### src/rtl/fb_ring_ctrl.sv
`default_nettype none
// ============================================================================
// fb_ring_ctrl : NUM_FB-deep frame-buffer ring controller (init handshake,
//   burst gating, newest-frame selection). Macro FB_STATS_EN adds counters.
// Rev 1.0
// ============================================================================
module fb_ring_ctrl #(
  parameter int NUM_FB        = 3,
  parameter int WR_BURST_SIZE = 8,
  parameter int RD_BURST_SIZE = 16,
  parameter int IDXW          = 2
) (
  input  logic              clk,
  input  logic              reset,
  input  logic              init_done,
  output logic              init_start,
  input  logic              cam_empty,
  output logic              cam_rdreq,
  input  logic [NUM_FB-1:0] wr_ready,
  input  logic [NUM_FB-1:0] wr_full,
  output logic [NUM_FB-1:0] wr_en_n,
  input  logic              out_full,
  input  logic [NUM_FB-1:0] rd_done,
  input  logic [NUM_FB-1:0] rd_valid,
  output logic [NUM_FB-1:0] rd_en_n,
  output logic              out_wrreq,
  output logic [IDXW-1:0]   wr_sel,
  output logic [IDXW-1:0]   rd_sel,
  output logic [7:0]        frames_dropped,
  output logic [7:0]        frames_repeated
);

  localparam int WCW = (WR_BURST_SIZE > 1) ? $clog2(WR_BURST_SIZE) : 1;
  localparam int RCW = (RD_BURST_SIZE > 1) ? $clog2(RD_BURST_SIZE) : 1;
  localparam logic [WCW-1:0]  WR_LAST = WCW'(WR_BURST_SIZE - 1);
  localparam logic [RCW-1:0]  RD_LAST = RCW'(RD_BURST_SIZE - 1);
  localparam logic [IDXW-1:0] LAST    = IDXW'(NUM_FB - 1);

  typedef enum logic [1:0] {
    S_INIT      = 2'd0,
    S_INIT_WAIT = 2'd1,
    S_RUN       = 2'd2
  } state_t;

  state_t         state;
  logic [IDXW-1:0] newest;
  logic            newest_vld;
  logic            rd_seen;
  logic [WCW-1:0]  wr_cnt;
  logic            wr_gap;
  logic [RCW-1:0]  rd_cnt;
  logic            rd_gap;

  logic              run;
  logic [NUM_FB-1:0] wr_oh, rd_oh;
  logic              wr_beat, rd_beat, wr_evt, rd_evt;
  logic              rd_take, pick_ok, wr_yield;
  logic [IDXW-1:0]   rd_next, wr_next, cand1, cand2, wr_pick;

  function automatic logic [IDXW-1:0] next_slot(input logic [IDXW-1:0] s);
    return (s >= LAST) ? '0 : s + 1'b1;
  endfunction

  assign run     = (state == S_RUN);
  assign wr_oh   = NUM_FB'(1) << wr_sel;
  assign rd_oh   = NUM_FB'(1) << rd_sel;
  assign wr_beat = run && !wr_gap && !cam_empty && (|(wr_ready & wr_oh));
  assign rd_beat = run && !rd_gap && !out_full && (newest_vld || rd_seen);
  assign wr_evt  = run && (|(wr_full & wr_oh));
  assign rd_evt  = run && (|(rd_done & rd_oh));

  assign cam_rdreq = wr_beat;
  assign wr_en_n   = wr_beat ? ~wr_oh : '1;
  assign rd_en_n   = rd_beat ? ~rd_oh : '1;
  assign out_wrreq = run && (|rd_valid) && !out_full;

  // Writer avoids both the old and the new read slot; if the reader jumps onto
  // the slot the writer keeps, the writer moves into the slot the reader left.
  always_comb begin
    rd_take = rd_evt && newest_vld && (newest != rd_sel);
    rd_next = rd_take ? newest : rd_sel;
    cand1   = next_slot(wr_sel);
    cand2   = next_slot(cand1);
    wr_pick = cand1;
    pick_ok = 1'b1;
    if (cand1 == rd_sel || cand1 == rd_next) begin
      wr_pick = cand2;
      pick_ok = (NUM_FB >= 3) && (cand2 != rd_sel) && (cand2 != rd_next);
    end
    wr_next  = (wr_evt && pick_ok) ? wr_pick : wr_sel;
    wr_yield = rd_take && (wr_next == rd_next);
    if (wr_yield) wr_next = rd_sel;
  end

  always_ff @(posedge clk or posedge reset) begin
    if (reset) begin
      state      <= S_INIT;
      init_start <= 1'b0;
      wr_sel     <= '0;
      rd_sel     <= LAST;
      newest     <= '0;
      newest_vld <= 1'b0;
      rd_seen    <= 1'b0;
      wr_cnt     <= '0;
      wr_gap     <= 1'b0;
      rd_cnt     <= '0;
      rd_gap     <= 1'b0;
    end else begin
      init_start <= 1'b0;
      case (state)
        S_INIT: begin
          state      <= S_INIT_WAIT;
          init_start <= 1'b1;
        end
        S_INIT_WAIT: if (init_done) state <= S_RUN;
        S_RUN:       state <= S_RUN;
        default:     state <= S_INIT;
      endcase

      wr_gap <= 1'b0;
      if (wr_beat) begin
        if (wr_cnt == WR_LAST) begin
          wr_cnt <= '0;
          wr_gap <= 1'b1;
        end else begin
          wr_cnt <= wr_cnt + 1'b1;
        end
      end
      if (wr_evt || wr_yield) wr_cnt <= '0;

      rd_gap <= 1'b0;
      if (rd_beat) begin
        if (rd_cnt == RD_LAST) begin
          rd_cnt <= '0;
          rd_gap <= 1'b1;
        end else begin
          rd_cnt <= rd_cnt + 1'b1;
        end
      end
      if (rd_evt) begin
        rd_cnt  <= '0;
        rd_seen <= rd_seen | newest_vld;
      end

      // A newly completed frame wins over the reader consuming the old one.
      if (rd_take) newest_vld <= 1'b0;
      if (wr_evt) begin
        newest     <= wr_sel;
        newest_vld <= 1'b1;
      end
      wr_sel <= wr_next;
      rd_sel <= rd_next;
    end
  end

`ifdef FB_STATS_EN
  logic [7:0] drop_cnt, rep_cnt;

  always_ff @(posedge clk or posedge reset) begin
    if (reset) begin
      drop_cnt <= '0;
      rep_cnt  <= '0;
    end else begin
      if (wr_evt && !pick_ok && drop_cnt != 8'hFF) drop_cnt <= drop_cnt + 8'd1;
      if (rd_evt && !rd_take && rep_cnt != 8'hFF)  rep_cnt  <= rep_cnt + 8'd1;
    end
  end

  assign frames_dropped  = drop_cnt;
  assign frames_repeated = rep_cnt;
`else
  assign frames_dropped  = '0;
  assign frames_repeated = '0;
`endif

endmodule
`default_nettype wire

### config.mk
export PLATFORM = sky130hd
export DESIGN_NAME = fb_ring_ctrl
export DESIGN_NICKNAME = d
export VERILOG_FILES = /design/src/rtl/fb_ring_ctrl.sv
export SDC_FILE = /design/constraint.sdc
export NUM_CORES = 1
export LEC_CHECK = 0
export CAP_MARGIN = 5
export CORE_MARGIN = 2
export CORE_UTILIZATION = 47
export DETAILED_ROUTE_END_ITERATION = 10
export PLACE_DENSITY_LB_ADDON = 0.15
export SLEW_MARGIN = 20
export SYNTH_ARGS = -nofsm -noshare
export SYNTH_HDL_FRONTEND = slang
export SYNTH_SLANG_ARGS = --single-unit
### constraint.sdc
create_clock -name clk -period 3.6 [get_ports clk]
set_input_delay 0.36 -clock clk [delete_from_list [all_inputs] [get_ports clk]]
set_output_delay 0.36 -clock clk [all_outputs]
set_load 0.02 [all_outputs]
-- Word-level counts from Yosys, hierarchy flattened
Index checks and enable logic that the tools add are counted.
- input bits: 17
- bits in read-only memories: 0
- word-level logic and storage cells: 90
- bits in writable memories: 0
- memories kept: 0
- flip-flop bits (word level): 20
- output and inout port bits: 29
- latch bits: 0
- reductions and logical operators: 30
- magnitude comparators: 2
- add/subtract/negate cells: 4
- div/mod/pow operators: 0
- shift-type cells: 2
- muxes and demuxes: 24
- equality and inequality tests: 11
- bitwise operators: 6
- $mul: 0
- operators by type and width (cell ; count):
    logical AND 1 bit ; 15
    two-way mux 3 bit ; 5
    two-way mux 2 bit ; 7
    two-way mux 4 bit ; 3
    OR reduction 3 bit ; 4
    bitwise AND 3 bit ; 3
    two-way mux 1 bit ; 8
    equality test 2 bit ; 3
    inequality test 2 bit ; 3
    inverter 3 bit ; 2
    case mux 2 bit (3 select lines) ; 1
    nonzero test 2 bit ; 3
    << shifter 1 x 2 -> 3 bit (first input constant) ; 2
    adder 2 x 1 -> 2 bit (second input constant) ; 2
    adder 4 x 1 -> 4 bit (second input constant) ; 1
    equality test 4 bit (second input constant) ; 1
    greater-or-equal comparator 2 bit (second input constant) ; 2
    logical NOT 1 bit ; 4
    adder 3 x 1 -> 3 bit (second input constant) ; 1
    equality test 3 bit (second input constant) ; 1
    logical OR 1 bit ; 3
    equality test 2 x 1 -> 1 bit (second input constant) ; 1
    equality test 2 bit (second input constant) ; 1
    logical NOT 2 bit ; 1
    2 further kinds ; 2

-- Depth between registers and ports, before layout
- word-level depth: 16
- gate-level depth with buffers: 11
- gate-level depth less buffers: 10

-- Worst setup path before layout
OpenSTA, ideal clock, no wires.
- path type: register to register
- from: register rd_sel[0]
- to: register wr_cnt[0]
- arrival time: 2.457 ns
- data required time: 3.501 ns
- slack: 1.043 ns
- setup time: 0.099 ns
- path buffers: 2
- cell stages (with the launch flop): 10
- path through: dfrtp_1 buf_6 nand4b_4 or4_1 o311a_1 and3_4 buf_6 o22a_2 xnor2_2 a311oi_1
- cells in the longest elaborated chain, start to end: 16
- elaborated cells on any way between the ends: 23
- RTL lines (element ; line ; text):
    start: declaration ; 28 ; output logic [IDXW-1:0] rd_sel,
    start signal: assignment ; 152 ; rd_sel <= rd_next;
    << shifter 1 x 2 -> 3 bit ; 66 ; assign rd_oh = NUM_FB'(1) << rd_sel;
    bitwise AND 3 bit ; 70 ; assign rd_evt = run && (|(rd_done & rd_oh));
    OR reduction 3 bit ; 70 ;
    logical AND 1 bit ; 70 ;
    logical AND 1 bit (2 in a row) ; 80 ; rd_take = rd_evt && newest_vld && (newest != rd_sel);
    two-way mux 2 bit ; 81 ; rd_next = rd_take ? newest : rd_sel;
    inequality test 2 bit / equality test 2 bit (equally long branches) ; 88, 86 ;
    logical AND 1 bit / logical OR 1 bit (equally long branches) ; 88, 86 ;
    two-way mux 1 bit ; 86 ; if (cand1 == rd_sel || cand1 == rd_next) begin
    logical AND 1 bit ; 90 ; wr_next = (wr_evt && pick_ok) ? wr_pick : wr_sel;
    two-way mux 2 bit ; 90 ;
    equality test 2 bit ; 91 ; wr_yield = rd_take && (wr_next == rd_next);
    logical AND 1 bit (*) ; 91 ;
    logical OR 1 bit (*) ; 129 ; if (wr_evt || wr_yield) wr_cnt <= '0;
    two-way mux 3 bit / nonzero test 2 bit (equally long branches) ; - ;
    end signal: assignment ; 126 ; wr_cnt <= wr_cnt + 1'b1;
    end: declaration ; 49 ; logic [WCW-1:0] wr_cnt;
Mark *: on every way between the ends. The rest lies on a longest branch, timed or not.
A chain may end at the register's enable or synchronous reset.

-- Final worst setup path
- from: register state[0]
- to: register wr_cnt[1]
- cells in the longest elaborated chain, start to end: 14
- elaborated cells on any way between the ends: 22
- RTL lines (element ; line ; text):
    start: declaration ; 45 ; state_t state;
    start signal: assignment ; 97 ; state <= S_INIT;
    start signal: assignment ; 112 ; state <= S_INIT_WAIT;
    start signal: assignment ; 115 ; S_INIT_WAIT: if (init_done) state <= S_RUN;
    equality test 2 bit (*) ; 64 ; assign run = (state == S_RUN);
    logical AND 1 bit ; 70 ;
    logical AND 1 bit (2 in a row) ; 80 ;
    two-way mux 2 bit ; 81 ;
    inequality test 2 bit / equality test 2 bit (equally long branches) ; 88, 86 ;
    logical AND 1 bit / logical OR 1 bit (equally long branches) ; 88, 86 ;
    two-way mux 1 bit ; 86 ;
    logical AND 1 bit ; 90 ;
    two-way mux 2 bit ; 90 ;
    equality test 2 bit ; 91 ;
    logical AND 1 bit ; 91 ;
    logical OR 1 bit ; 129 ;
    two-way mux 3 bit / nonzero test 2 bit (equally long branches) ; - ;
Marked as above.

==> summary.txt <==
Pwr
  • Total power: 0.00118 W
  • Peak VDD IR: 261 uV
  • Power per Cell Area: 643 mW/mm2
  • Pleak: 0.786 nW

Critical path
  • Type of the worst setup path: register to register
  • Endpoint class of the critical path: register
  • CP max FO: 11
  • Arr. time, crit path: 3130 ps
  • Reg2reg end: wr_cnt[1]$_DFFE_PP0P_
  • Critical path launch point type: register
  • Crit Reg-Reg Startpoint: state[0]$_DFFE_PP0P_
  • Worst EP required: 3810 ps
  • Reg2Reg Setup Slack: 680 ps
  • R2r worst-path depth: 9

Floorplan
  • Initial Utilization: 50.2%
  • Die height: 61.8 um
  • Die ar.: 0.00382 mm2
  • # IOs: 46
  • Core Footprint: 0.00313 mm2
  • Row cnt: 20
  • Die X: 61.8 um

Logic synthesis
  • Number of synthesized flops with an enable pin: 0
  • Synth cell count leaders: 19 x dfrtp_1, 17 x buf_4, 16 x nand2_1, 11 x inv_1, 10 x nor2_1
  • Synth Area in Adders: 4.78%
  • Post-synth top area share: 30.3%
  • Count leader, synth: dfrtp_1
  • Yosys top cell by area: dfrtp_1
  • Complex-gate fraction of the synthesized area: 18.3%
  • Yosys cell types: 50
  • Largest family of logic cells by synthesized area: simple AND/OR/NAND/NOR gates
  • Sequential element share of the synthesized area: 32.0%
  • Syn_area_per_cell: 8.97 um2
  • Multiplexer share of the synthesized area: 5.82%
  • Synth Area in XOR/XNOR: 3.27%
  • Mapped Cells: 175
  • Yosys warns: 0
  • Seq cells post-synth: 20
  • Top FF cell, synth: dfrtp_1
  • Synthesized cell area: 0.00157 mm2
  • Synth async-reset ratio: 100%
  • Simple-gate area share of the yosys netlist: 22.2%
  • Synth area leaders: dfrtp_1 30%, buf_4 8.1%, mux2i_1 5.1%

GRT
  • Gr ovfl total: 0
  • Overall routing resource usage: 19.7%
  • First-pass GRT wire length: 5600 um
  • Pin count of the biggest net entering global routing: 21
  • Number of global-route vias before repair: 1277
  • Initial antenna violation count: 0

STA
  • Final Cycle Share: 81.1%
  • Worst Tran Pin Value: 774 ps
  • Fmax: 0.342 GHz
  • Max-slew violation count: 0
  • Final worst slack: 679 ps
  • Hold slack: 473 ps
  • Unrepaired setup endpoints after global routing: false
  • Total negative slack: 0 ps
  • Final setup violating endpoints: 0
  • Rel. slew slack: 48.4%
  • Post-layout min period: 2920 ps
  • Fin. Hold Viols: 0
  • Clock skew: 10.8 ps

Routing
  • Routed vias: 1350
  • Post-DRT Antenna Nets: 0
  • Drt pass-1 iters: 4
  • Via density per instance: 5.51
  • Routed wire length per instance: 14.2 um
  • Drt drc: 0
  • Final wirelength: 3480 um
  • Initial DRC count: 78

Placed design
  • IO Port Bufs: 29
  • Place WS: 721 ps
  • Placer Congestion: 0.979
  • HPWL after DPL: 2720 um

Layout
  • Footprint of the multi-input gates: 915 um2
  • Final nets: 225
  • Ant diodes: 0
  • Share of cells above drive strength 1: 7.96%
  • FF/Latch Area: 502 um2
  • Area delta synth->final: 17.0%
  • Fillers: 294

Clocking
  • CTS resizes: 0
  • TritonCTS clock tree: yes
  • Clock Pin Slew Worst Setup and Hold Paths: 120 ps
  • H-tree Lvls: 1
  • Worst-skew pair later-pin latency: 310 ps
  • CTS Root Cell: clkbuf_4
  • # Post-CTS Setup Buffers: 0
  • CTS buffer count: 3
  • Clk sinks: 20
  • CTS Hold Bufs: 0
  • Clock tree buffer depth: 2

Min path
  • Hold crit path type: input pin to async pin

Run
  • Max Cap Viol: 0

Outcome
  • Status: completed
==> per-layer routing <==
| metal | GRT usage [%] | wire length, um | part of all wire [%] |
|---|---|---|---|
| met5 | 0 | 0 | 0 |
| met2 | 35.5 | 1710 | 49 |
| met4 | 5.78 | 76 | 2.2 |
| met1 | 24.0 | 1470 | 42 |
| met3 | 3.31 | 222 | 6.4 |
==> flip-flops by register name, summed over array words and instances (netlist names) <==
| signal | flops |
|---|---|
| newest | 2 |
| state | 2 |
| wr_gap | 1 |
| rd_cnt | 4 |
| rd_gap | 1 |
| wr_cnt | 3 |
| init_start | 1 |
| wr_sel | 2 |
| rd_seen | 1 |
| rd_sel | 2 |
| newest_vld | 1 |
==> layout make-up <==
class,instances,share of cell area [%]
sequential,20,27.3
tap,44,3.00
timing repair buffer,30,16.2
inverter,11,2.25
multi-input combinational,136,49.8
clock buffer,4,1.43
==> worst max-delay path by stage <==
stage / from / endpoint
after global routing: state[0]$_DFFE_PP0P_ / wr_cnt[2]$_DFFE_PP0P_
after CTS: state[0]$_DFFE_PP0P_ / wr_cnt[0]$_DFFE_PP0P_
after floorplan: rd_sel[0]$_DFF_PP0_ / wr_cnt[0]$_DFFE_PP0P_
after global placement: state[0]$_DFFE_PP0P_ / wr_cnt[1]$_DFFE_PP0P_
final: state[0]$_DFFE_PP0P_ / wr_cnt[1]$_DFFE_PP0P_
after detailed placement: state[0]$_DFFE_PP0P_ / wr_cnt[0]$_DFFE_PP0P_
==> metrics by stage <==
step / util [%] / std cells / area [um2]
after global placement: 57.9 / 241 / 1810
after CTS: 58.7 / 245 / 1840
after global routing: 58.7 / 245 / 1840
final: 58.7 / 245 / 1840
after detailed placement: 57.9 / 241 / 1810
after floorplan: - / 190 / 1630
==> where the power goes <==
group	internal (W)	total, W	switching [W]
clock	0.0000432	0.000114	0.0000705
combinational	0.000292	0.000670	0.000378
sequential	0.000295	0.000398	0.000102
==> worst max-delay path, stage by stage, from the launching register on <==
cell and delay [ps]:
dfrtp_1 400, inv_1 100, ha_1 430, nand4b_4 170, or4_1 420, o311a_1 350
and3_4 220, o22a_2 270, xnor2_2 160, a311oi_1 300
==> logic make-up (layout without fill, tap and decap cells) <==
| kind of cell | count (synthesis) | count (layout) |
|---|---|---|
| AND/OR/NAND/NOR | 62 | 62 |
| XOR/XNOR | 5 | 5 |
| other | 1 | 16 |
| adder cells (fa/ha/maj) | 6 | 6 |
| AO/OA/AOI/OAI | 38 | 38 |
| flip-flops | 20 | 20 |
| multiplexers | 9 | 9 |
| buffers and inverters | 34 | 45 |
==> cells in the final DEF (no fill, tap or decap), drive strengths merged, types with 2 or more instances in the layout <==
cell           instances
clkdlybuf4s50         29
dfrtp                 19
nand2                 16
conb                  16
inv                   11
nor2                  10
a21oi                  9
mux2i                  8
o21ai                  7
ha                     6
nand3                  5
and3                   5
nor3                   4
xnor2                  4
nand2b                 4
and2                   4
clkbuf                 4
nor2b                  3
nor4                   3
a31oi                  3
a311oi                 3
nand4b                 3
a32oi                  2
a211oi                 2
o221ai                 2
o2bb2ai                2
(Power assumes the default switching activity.)
